--- src/rtl/control_block_sequencer_if.sv ---
// Opcode-load and result handshake bundle between the sequencer and its host.
// master = sequencer side, slave = host / consumer side.
interface control_block_sequencer_if #(
    parameter int DEPTH = 8
);
    localparam int AW = $clog2(DEPTH);

    logic          load_valid;
    logic [3:0]    load_op;
    logic          load_ready;
    logic [3:0]    opcode;
    logic [15:0]   res_in;
    logic          res_valid;
    logic [15:0]   res_data;
    logic [AW-1:0] res_idx;
    logic          res_ready;

    modport master (
        input  load_valid, load_op, res_in, res_ready,
        output load_ready, opcode, res_valid, res_data, res_idx
    );

    modport slave (
        output load_valid, load_op, res_in, res_ready,
        input  load_ready, opcode, res_valid, res_data, res_idx
    );
endinterface

--- src/rtl/control_block_sequencer.sv ---
// Replays a preloaded opcode program into the control block and hands each
// 16-bit result, tagged with its program index, to a downstream consumer.
module control_block_sequencer #(
    parameter int DEPTH          = 8,
    parameter int RESULT_LATENCY = 2
) (
    input  logic                     clk,
    input  logic                     rst_n,
    input  logic                     ena,
    input  logic                     start,
    input  logic                     abort,
    control_block_sequencer_if.master bus,
    output logic                     busy,
    output logic                     done,
    output logic [$clog2(DEPTH):0]   count,
    output logic [2:0]               o_state
);
    localparam int AW = $clog2(DEPTH);
    localparam int LW = $clog2(RESULT_LATENCY + 1);

    // Handshakes: a transfer happens on a rising edge where valid && ready && ena
    // and abort is low; valid never depends combinationally on ready.
    typedef enum logic [2:0] {
        S_IDLE  = 3'd0,
        S_ISSUE = 3'd1,
        S_WAIT  = 3'd2,
        S_HOLD  = 3'd3,
        S_DONE  = 3'd4
    } state_t;

    state_t          r_state;
    logic [3:0]      r_buf [DEPTH];
    logic [AW:0]     r_count;
    logic [AW-1:0]   r_rd_ptr;
    logic [LW-1:0]   r_wait;
    logic            r_busy;
    logic            r_done;
    logic            r_res_valid;
    logic [3:0]      r_opcode;
    logic [15:0]     r_res_data;
    logic [AW-1:0]   r_res_idx;

    logic            w_load_ready;
    logic            w_load;
    logic [AW:0]     w_count_post;
    logic [3:0]      w_first_op;
    logic            w_last;
    logic [AW-1:0]   w_rd_next;

    // count never exceeds DEPTH (a power of two), so its MSB marks "full".
    assign w_load_ready = (r_state == S_IDLE) && !r_count[AW];
    assign w_load       = ena && !abort && bus.load_valid && w_load_ready;
    assign w_count_post = r_count + (AW+1)'(w_load);
    // A same-cycle load into slot 0 has not reached the array yet; forward it.
    assign w_first_op   = (w_load && (r_count == '0)) ? bus.load_op : r_buf[0];
    assign w_last       = ({1'b0, r_rd_ptr} == (r_count - (AW+1)'(1)));
    assign w_rd_next    = r_rd_ptr + AW'(1);

    always_ff @(posedge clk) begin
        if (w_load) begin
            r_buf[r_count[AW-1:0]] <= bus.load_op;
        end
    end

    always_ff @(posedge clk or negedge rst_n) begin
        if (!rst_n) begin
            r_state     <= S_IDLE;
            r_count     <= '0;
            r_rd_ptr    <= '0;
            r_wait      <= '0;
            r_busy      <= 1'b0;
            r_done      <= 1'b0;
            r_res_valid <= 1'b0;
            r_opcode    <= 4'd0;
            r_res_data  <= 16'd0;
            r_res_idx   <= '0;
        end else if (ena) begin
            if (abort) begin
                r_state     <= S_IDLE;
                r_count     <= '0;
                r_rd_ptr    <= '0;
                r_wait      <= '0;
                r_busy      <= 1'b0;
                r_done      <= 1'b0;
                r_res_valid <= 1'b0;
                r_opcode    <= 4'd0;
            end else begin
                case (r_state)
                    S_IDLE: begin
                        r_done  <= 1'b0;
                        r_count <= w_count_post;
                        if (start) begin
                            r_busy <= 1'b1;
                            if (w_count_post == '0) begin
                                r_state  <= S_DONE;
                                r_done   <= 1'b1;
                                r_opcode <= 4'd0;
                            end else begin
                                r_state  <= S_ISSUE;
                                r_rd_ptr <= '0;
                                r_opcode <= w_first_op;
                            end
                        end
                    end
                    S_ISSUE: begin
                        r_wait  <= LW'(RESULT_LATENCY);
                        r_state <= S_WAIT;
                    end
                    S_WAIT: begin
                        if (r_wait == LW'(1)) begin
                            r_res_data  <= bus.res_in;
                            r_res_idx   <= r_rd_ptr;
                            r_res_valid <= 1'b1;
                            r_state     <= S_HOLD;
                        end else begin
                            r_wait <= r_wait - LW'(1);
                        end
                    end
                    S_HOLD: begin
                        if (bus.res_ready) begin
                            r_res_valid <= 1'b0;
                            if (w_last) begin
                                r_state  <= S_DONE;
                                r_done   <= 1'b1;
                                r_opcode <= 4'd0;
                            end else begin
                                r_state  <= S_ISSUE;
                                r_rd_ptr <= w_rd_next;
                                r_opcode <= r_buf[w_rd_next];
                            end
                        end
                    end
                    S_DONE: begin
                        r_done   <= 1'b0;
                        r_busy   <= 1'b0;
                        r_count  <= '0;
                        r_rd_ptr <= '0;
                        r_state  <= S_IDLE;
                    end
                    default: begin
                        r_state <= S_IDLE;
                    end
                endcase
            end
        end
    end

    assign bus.load_ready = w_load_ready;
    assign bus.opcode     = r_opcode;
    assign bus.res_valid  = r_res_valid;
    assign bus.res_data   = r_res_data;
    assign bus.res_idx    = r_res_idx;
    assign busy           = r_busy;
    assign done           = r_done;
    assign count          = r_count;
    assign o_state        = r_state;
endmodule

--- src/flat_wrapper.sv ---
// flat-port wrapper written by rule: the top's interface ports become plain ports
module control_block_sequencer_flat 
#(
    parameter int DEPTH          = 8,
    parameter int RESULT_LATENCY = 2
)
  (clk, rst_n, ena, start, abort, busy, done, count, o_state, bus_load_valid, bus_load_op, bus_res_in, bus_res_ready, bus_load_ready, bus_opcode, bus_res_valid, bus_res_data, bus_res_idx);
  control_block_sequencer_if #(.DEPTH(DEPTH)) bus_i ();
  input  logic clk;
  input  logic rst_n;
  input  logic ena;
  input  logic start;
  input  logic abort;
  output logic busy;
  output logic done;
  output logic [$clog2(DEPTH):0] count;
  output logic [2:0] o_state;
  input wire logic [$bits(bus_i.load_valid)-1:0] bus_load_valid;
  input wire logic [$bits(bus_i.load_op)-1:0] bus_load_op;
  input wire logic [$bits(bus_i.res_in)-1:0] bus_res_in;
  input wire logic [$bits(bus_i.res_ready)-1:0] bus_res_ready;
  output wire logic [$bits(bus_i.load_ready)-1:0] bus_load_ready;
  output wire logic [$bits(bus_i.opcode)-1:0] bus_opcode;
  output wire logic [$bits(bus_i.res_valid)-1:0] bus_res_valid;
  output wire logic [$bits(bus_i.res_data)-1:0] bus_res_data;
  output wire logic [$bits(bus_i.res_idx)-1:0] bus_res_idx;
  assign bus_i.load_valid = bus_load_valid;
  assign bus_i.load_op = bus_load_op;
  assign bus_i.res_in = bus_res_in;
  assign bus_i.res_ready = bus_res_ready;
  assign bus_load_ready = bus_i.load_ready;
  assign bus_opcode = bus_i.opcode;
  assign bus_res_valid = bus_i.res_valid;
  assign bus_res_data = bus_i.res_data;
  assign bus_res_idx = bus_i.res_idx;
  control_block_sequencer #(.DEPTH(DEPTH), .RESULT_LATENCY(RESULT_LATENCY)) u_core (.clk(clk), .rst_n(rst_n), .ena(ena), .start(start), .abort(abort), .bus(bus_i), .busy(busy), .done(done), .count(count), .o_state(o_state));
endmodule
--- config.mk ---
export PLATFORM = sky130hd
export DESIGN_NAME = control_block_sequencer_flat
export DESIGN_NICKNAME = d
export VERILOG_FILES = /design/src/rtl/control_block_sequencer_if.sv /design/src/rtl/control_block_sequencer.sv /design/src/flat_wrapper.sv
export SDC_FILE = /design/constraint.sdc
export NUM_CORES = 1
export LEC_CHECK = 0
export ABC_CLOCK_PERIOD_IN_PS = 3760
export CAP_MARGIN = 20
export CORE_AREA = 2 2 95 97
export CTS_CLUSTER_SIZE = 20
export DETAILED_ROUTE_END_ITERATION = 16
export DIE_AREA = 0 0 97 99
export PLACE_DENSITY = 0.67
export SYNTH_ARGS = -nofsm -noshare
export SYNTH_HDL_FRONTEND = slang
export SYNTH_SLANG_ARGS = --single-unit
--- constraint.sdc ---
create_clock -name clk -period 3.76 [get_ports clk]
set_input_delay 0.376 -clock clk [delete_from_list [all_inputs] [get_ports clk]]
set_output_delay 0.376 -clock clk [all_outputs]
set_load 0.02 [all_outputs]
Word level (Yosys, flattened, before mapping):

Memories as Yosys holds them, arrays and structs flattened.
Index checks and enable logic that the tools add are counted.

* muxes and demuxes: 40
* reductions and logical operators: 24
* equality and inequality tests: 13
* bitwise operators: 1
* $add $sub $neg: 4

Operator list (count)
* 3-bit two-way mux: 11
* 4-bit two-way mux: 7
* 4-bit AND reduction: 5
* 4-bit one-hot mux with 2 select lines: 2
* 3-bit != test, second input constant: 5
* 1-bit two-way mux: 12
* 3-bit one-hot mux with 4 select lines: 1
* 3-bit nonzero test: 4
* 3-bit one-hot mux with 3 select lines: 1
* 4-bit zero test: 2
* 3-bit by 2-bit equality test with 1-bit output, second input constant: 2
* 3-bit by 2-bit != test with 1-bit output, second input constant: 2
* 3-bit AND reduction: 2
* 6-bit AND reduction: 1
* 1-bit logical AND: 5
* 4-bit by 1-bit adder with 4-bit output: 1
* 3-bit by 4-bit equality test with 1-bit output: 1
* 2-bit two-way mux: 2
* 1-bit one-hot mux with 2 select lines: 2
* 2-bit one-hot mux with 2 select lines: 1
* 4-bit nonzero test: 1
* 4-bit by 1-bit subtractor with 4-bit output, second input constant: 1
* 3-bit by 1-bit adder with 3-bit output, second input constant: 1
* 3-bit by 1-bit equality test with 1-bit output, second input constant: 1
* other kinds (8): 9

* RAM bits: 32
* memories kept: 1
* output and inout bits: 34
* register bits: 38
* logic and storage cells: 93

Memories
* u_core.r_buf: depth 8, width 4, rd ports 2, clocked after memory_dff 0, write ports 1, line control_block_sequencer.sv:32 `logic [3:0] r_buf [DEPTH];`

Longest topological paths before layout:

* depth in word-level cells: 10
* mapped depth: 10
* mapped depth without buffers: 9

Worst setup path after synthesis:

OpenSTA, ideal clock, no wires.

* kind: flip-flop to flip-flop
* from: register u_core.r_count[3], in the netlist u_core.count[3]
* to: register u_core.r_rd_ptr[2]
* setup slack: 859 ps
* cell stages (with the launch flop): 11
* clock period less this slack: 2901 ps
* library setup time: 99 ps
* arrival time: 2802 ps
* data required time: 3661 ps
* cell sequence: dfrtp_1 nor4_2 and4b_1 ha_1 ha_1 xnor2_1 o211ai_2 a41oi_2 or3_1 buf_6 o311ai_4

* cells in the longest elaborated chain, start to end: 7
* elaborated cells on any way between the ends: 10
* those cells by class: add/sub (2); eq/ne (3); reduce/logical (5)

Ends and longest elaborated chain
* start, declared: line control_block_sequencer.sv:33 `logic [AW:0] r_count;`
* start signal, assigned: line control_block_sequencer.sv:91 `r_count <= w_count_post;`
* 1-bit zero test: line control_block_sequencer.sv:51 `assign w_load_ready = (r_state == S_IDLE) && !r_count[AW];`
* 1-bit logical AND: line control_block_sequencer.sv:51
* net bus_load_ready: line flat_wrapper.sv:22 `output wire logic [$bits(bus_i.load_ready)-1:0] bus_load_ready;`
* 1-bit logical AND: line control_block_sequencer.sv:52 `assign w_load = ena && !abort && bus.load_valid && w_load_ready;`
* 4-bit by 1-bit adder with 4-bit output: line control_block_sequencer.sv:53 `assign w_count_post = r_count + (AW+1)'(w_load);`
* 4-bit zero test: line control_block_sequencer.sv:94 `if (w_count_post == '0) begin`
* 3-bit != test (no line)
* 6-bit AND reduction (no line)
* end signal, assigned: line control_block_sequencer.sv:128 `r_rd_ptr <= w_rd_next;`
* end, declared: line control_block_sequencer.sv:34 `logic [AW-1:0] r_rd_ptr;`

The timed path passes the listed nets, and every way through them passes these cells.
A chain may end at the register's enable or synchronous reset.

Final worst setup path:

* from: register u_core.r_state[0], in the netlist u_core.o_state[0]
* to: register u_core.r_rd_ptr[2]

* cells in the longest elaborated chain, start to end: 7
* elaborated cells on any way between the ends: 15
* those cells by class: add/sub (1); eq/ne (6); mux (2); reduce/logical (6)

Ends and longest elaborated chain
* start, declared: line control_block_sequencer.sv:31 `state_t r_state;`
* start signal, assigned: line control_block_sequencer.sv:67 `r_state <= S_IDLE;`
* start signal, assigned: line control_block_sequencer.sv:79 `r_state <= S_IDLE;`
* start signal, assigned: line control_block_sequencer.sv:95 `r_state <= S_DONE;`
* 3-bit zero test: line control_block_sequencer.sv:51, control_block_sequencer.sv:88
* 1-bit logical AND: line control_block_sequencer.sv:51
* 1-bit logical AND: line control_block_sequencer.sv:52
* 4-bit by 1-bit adder with 4-bit output: line control_block_sequencer.sv:53
* 4-bit zero test: line control_block_sequencer.sv:94
* 3-bit != test (no line)
* 6-bit AND reduction (no line)

Parallel ways exist; a longest one is shown, timed or not.

==> results.py <==
metrics = {
    "clocking": {
        "clkLatencyLatePin_ns": 0.34,
        "cts.htree.levels": 3,
        "clkSlewWorstSetupHoldPaths_ns": 0.08,
        "numClockSinks": 70,
        "cts.path.max_buffers": 2,
        "cts.root.buffer_cell": "sky130_fd_sc_hd__clkbuf_8",
        "tritoncts": "done",
        "cts_hold_buffers": 0,
        "ctsResizeCount": 0,
        "cts_post_setup_buffers_inserted": 0,
        "cts-buffers-inserted": 9,
    },
    "synth": {
        "synthTopCellsByCount": "sky130_fd_sc_hd__dfrtp_1, sky130_fd_sc_hd__edfxtp_1, sky130_fd_sc_hd__nand2_1",
        "synth_area_per_cell_sq_um": 13.43,
        "synth_top_cell_area_share_pct": 28.96,
        "ys_seq_elements": 70,
        "distinct_cell_type_count_after_synthesis": 52,
        "async_flop_share_pct": 54.29,
        "post_synth_main_area_contributors": "sky130_fd_sc_hd__edfxtp_1, sky130_fd_sc_hd__dfrtp_1, sky130_fd_sc_hd__mux4_2",
        "synth_largest_area_cell": "sky130_fd_sc_hd__edfxtp_1",
        "synthesis.yosys.warnings": 0,
        "synth_enable_flop_cells": 32,
        "synth.net_count": 279,
        "synth_sequential_area_ratio_pct": 57.62,
        "post_synth_instance_area_sq_um": 3318,
        "synthesis.instances": 247,
        "synthMostInstantiatedCell": "sky130_fd_sc_hd__dfrtp_1",
        "synth_top_flop_cell": "sky130_fd_sc_hd__dfrtp_1",
    },
    "grt": {
        "grt_pass1_vias": 2231,
        "overflow": 0,
        "grt_start_max_net_pins": 39,
        "global_route_wire_length_before_repair_microns": 11470,
        "grt_antenna_before_repair": 0,
        "gr-usage-all-layers_pct": 15.35,
    },
    "timing": {
        "hold_violations": 0,
        "setup-tns-final_ns": 0,
        "fmax_mhz": 340.9,
        "grt_setup_unrepaired": "no",
        "final_min_period_over_clock_period_pct": 78.01,
        "finalWorstSetupSlack_ns": 0.8270,
        "relSlewSlack_pct": 42.18,
        "clock-skew-final_ns": 0.007709,
        "finalSetupViolations": 0,
        "max_slew.worst_pin.slew_ns": 0.8673,
        "timing_max_transition_violations_final": 0,
        "period_needed_ns": 2.933,
        "fin_hold_ws_ns": 0.1440,
    },
    "setup_path": {
        "critical-path-slowest-cell": "sky130_fd_sc_hd__dfrtp_1",
        "critical_path.max_stage_delay_ns": 0.55,
        "worstPathRequired_ns": 4.01,
        "path_common_cell": "sky130_fd_sc_hd__ha_1",
        "critPathMaxFanout": 15,
        "crit_path_cell_trace": "nor4_2, and4b_1, ha_1, ha_1, xnor2_1, o211ai_2, a41oi_2, or3_1, o311ai_4",
        "worstSetupEndpointType": "register",
        "setup.worst_path.start_class": "register",
        "worst_r2r_path_depth": 9,
        "timing.setup.critical_path_class": "reg -> reg",
        "timing.critical_path.arrival_ns": 3.18,
    },
    "final_layout": {
        "layout.nets": 339,
        "drive_above_1_share_pct": 15.71,
        "flow.area_growth_from_synthesis_pct": 25.26,
        "final_cell_count_without_fillers": 420,
        "insertedDiodeCount": 0,
    },
    "floorplan": {
        "rows": 34,
        "die-area_sq_um": 9603,
        "floorplan.die.height_microns": 99,
        "floorplan.core_area_sq_um": 8551,
        "chipWidth_microns": 97,
        "initial_cell_density_of_the_core_pct": 38.81,
        "ios": 61,
    },
    "pwr": {
        "irDropWorstVdd_uv": 192.1,
        "pwr_density_cell_nw_per_um2": 455.7,
        "static-leakage-power_nw": 1.596,
    },
    "routing": {
        "routed_via_density": 5.267,
        "vias": 2212,
        "drt-total-wl_microns": 7015,
        "detailedRoute.firstPassIterationCount": 5,
        "antenna_violating_nets_post_route": 0,
        "post_drt_wl_per_cell_microns": 16.70,
        "count_of_routing_violations_after_the_opening_detailed_route_iteration": 72,
        "route.detailed.drc": 0,
    },
    "flow_run": {
        "drv_cap": 0,
    },
    "placed_design": {
        "dpl.cell_count": 404,
        "dpl_worst_slack_ns": 0.6581,
        "port-buffer-count": 60,
        "place.detailed.hpwl_microns": 4945,
        "gp_congestion": 0.7992,
    },
    "status": {
        "status": "completed",
    },
    "min_path": {
        "worst_hold_path_type": "in -> async",
    },
}
[through the flow]
| stage | utilization [%] | instance area (sq um) | total power (W) |
|---|---|---|---|
| 6_report | 48.61 | 4156 | 0.001894 |
| 5_1_grt | 48.61 | 4156 | 0.001984 |
| 3_3_place_gp | 46.63 | 3988 | 0.001366 |
| 3_5_place_dp | 46.63 | 3988 | 0.001374 |
| 2_1_floorplan | - | 3318 | 0.001182 |
| 4_1_cts | 48.61 | 4156 | 0.001907 |
[placed cells by master, fill, tap and decap left out, types with 5 or more instances in the layout]
| cell | n |
|---|---|
| sky130_fd_sc_hd__ha_1 | 5 |
| sky130_fd_sc_hd__clkbuf_8 | 10 |
| sky130_fd_sc_hd__nand2_1 | 20 |
| sky130_fd_sc_hd__o21ai_0 | 10 |
| sky130_fd_sc_hd__nor2_1 | 15 |
| sky130_fd_sc_hd__mux2_1 | 7 |
| sky130_fd_sc_hd__inv_1 | 10 |
| sky130_fd_sc_hd__clkdlybuf4s50_1 | 59 |
| sky130_fd_sc_hd__mux2i_1 | 10 |
| sky130_fd_sc_hd__a21oi_1 | 6 |
| sky130_fd_sc_hd__mux4_2 | 8 |
| sky130_fd_sc_hd__mux2_2 | 11 |
| sky130_fd_sc_hd__dfrtp_1 | 38 |
| sky130_fd_sc_hd__edfxtp_1 | 32 |
[flip-flops by register name, indices dropped and copies added, names as in the netlist]
name,flops
u_core.r_buf,32
u_core.count,4
u_core.r_wait,2
u_core.bus.res_data,16
u_core.bus.opcode,4
u_core.bus.res_valid,1
u_core.bus.res_idx,3
u_core.done,1
u_core.r_rd_ptr,3
u_core.o_state,3
u_core.busy,1
[cell type report]
class / instances / area [sq um]
Fill cell: 745 / 4394
Sequential cell: 70 / 1912
Multi-Input combinational cell: 153 / 1285
Timing Repair Buffer: 63 / 618.1
Clock buffer: 12 / 145.1
Tap cell: 108 / 135.1
Inverter: 10 / 37.54
Clock inverter: 4 / 23.77
[power by group]
| part | internal [W] | switching [W] | total (W) |
|---|---|---|---|
| Sequential | 0.000863 | 0.0000553 | 0.000918 |
| Combinational | 0.000215 | 0.000224 | 0.000440 |
| Clock | 0.000256 | 0.000281 | 0.000537 |
| Total | 0.00133 | 0.000560 | 0.00189 |
[layer usage]
| layer | track usage [%] | wire length, microns |
|---|---|---|
| met5 | 0 | 0 |
| met4 | 6.176 | 99 |
| met3 | 3.333 | 265 |
| met2 | 24.47 | 3405 |
| met1 | 20.57 | 3244 |
[final timing paths]
check | from | endpoint | slack [ns]
max in group asynchronous | rst_n | u_core.bus.res_data[13] | 3.07
max | u_core.o_state[0] | u_core.r_rd_ptr[2] | 0.83
min in group clk | u_core.bus.res_idx[1] | u_core.bus.res_idx[1] | 0.48
min | rst_n | u_core.o_state[1] | 0.14
min reg2reg | u_core.bus.res_idx[1] | u_core.bus.res_idx[1] | 0.48
max reg2reg | u_core.o_state[0] | u_core.r_rd_ptr[2] | 0.83
[cell families after synthesis]
group           after synthesis  synth area share [%]
flops                        70                 57.62
fa+ha+maj                     5                 1.885
buf+inv                      24                 3.657
xor+xnor                      6                 1.584
simple gates                 63                 9.917
compound gates               43                 10.79
mux                          36                 14.56
[critical path, delay by kind of cell, from the launching register on]
family	cells	cell delay [ns]
XOR/XNOR	1	0.10
flip-flops	1	0.55
adder cells (fa/ha/maj)	2	0.47
AO/OA/AOI/OAI	3	0.58
AND/OR/NAND/NOR	3	1.14
(Power assumes the default switching activity.)
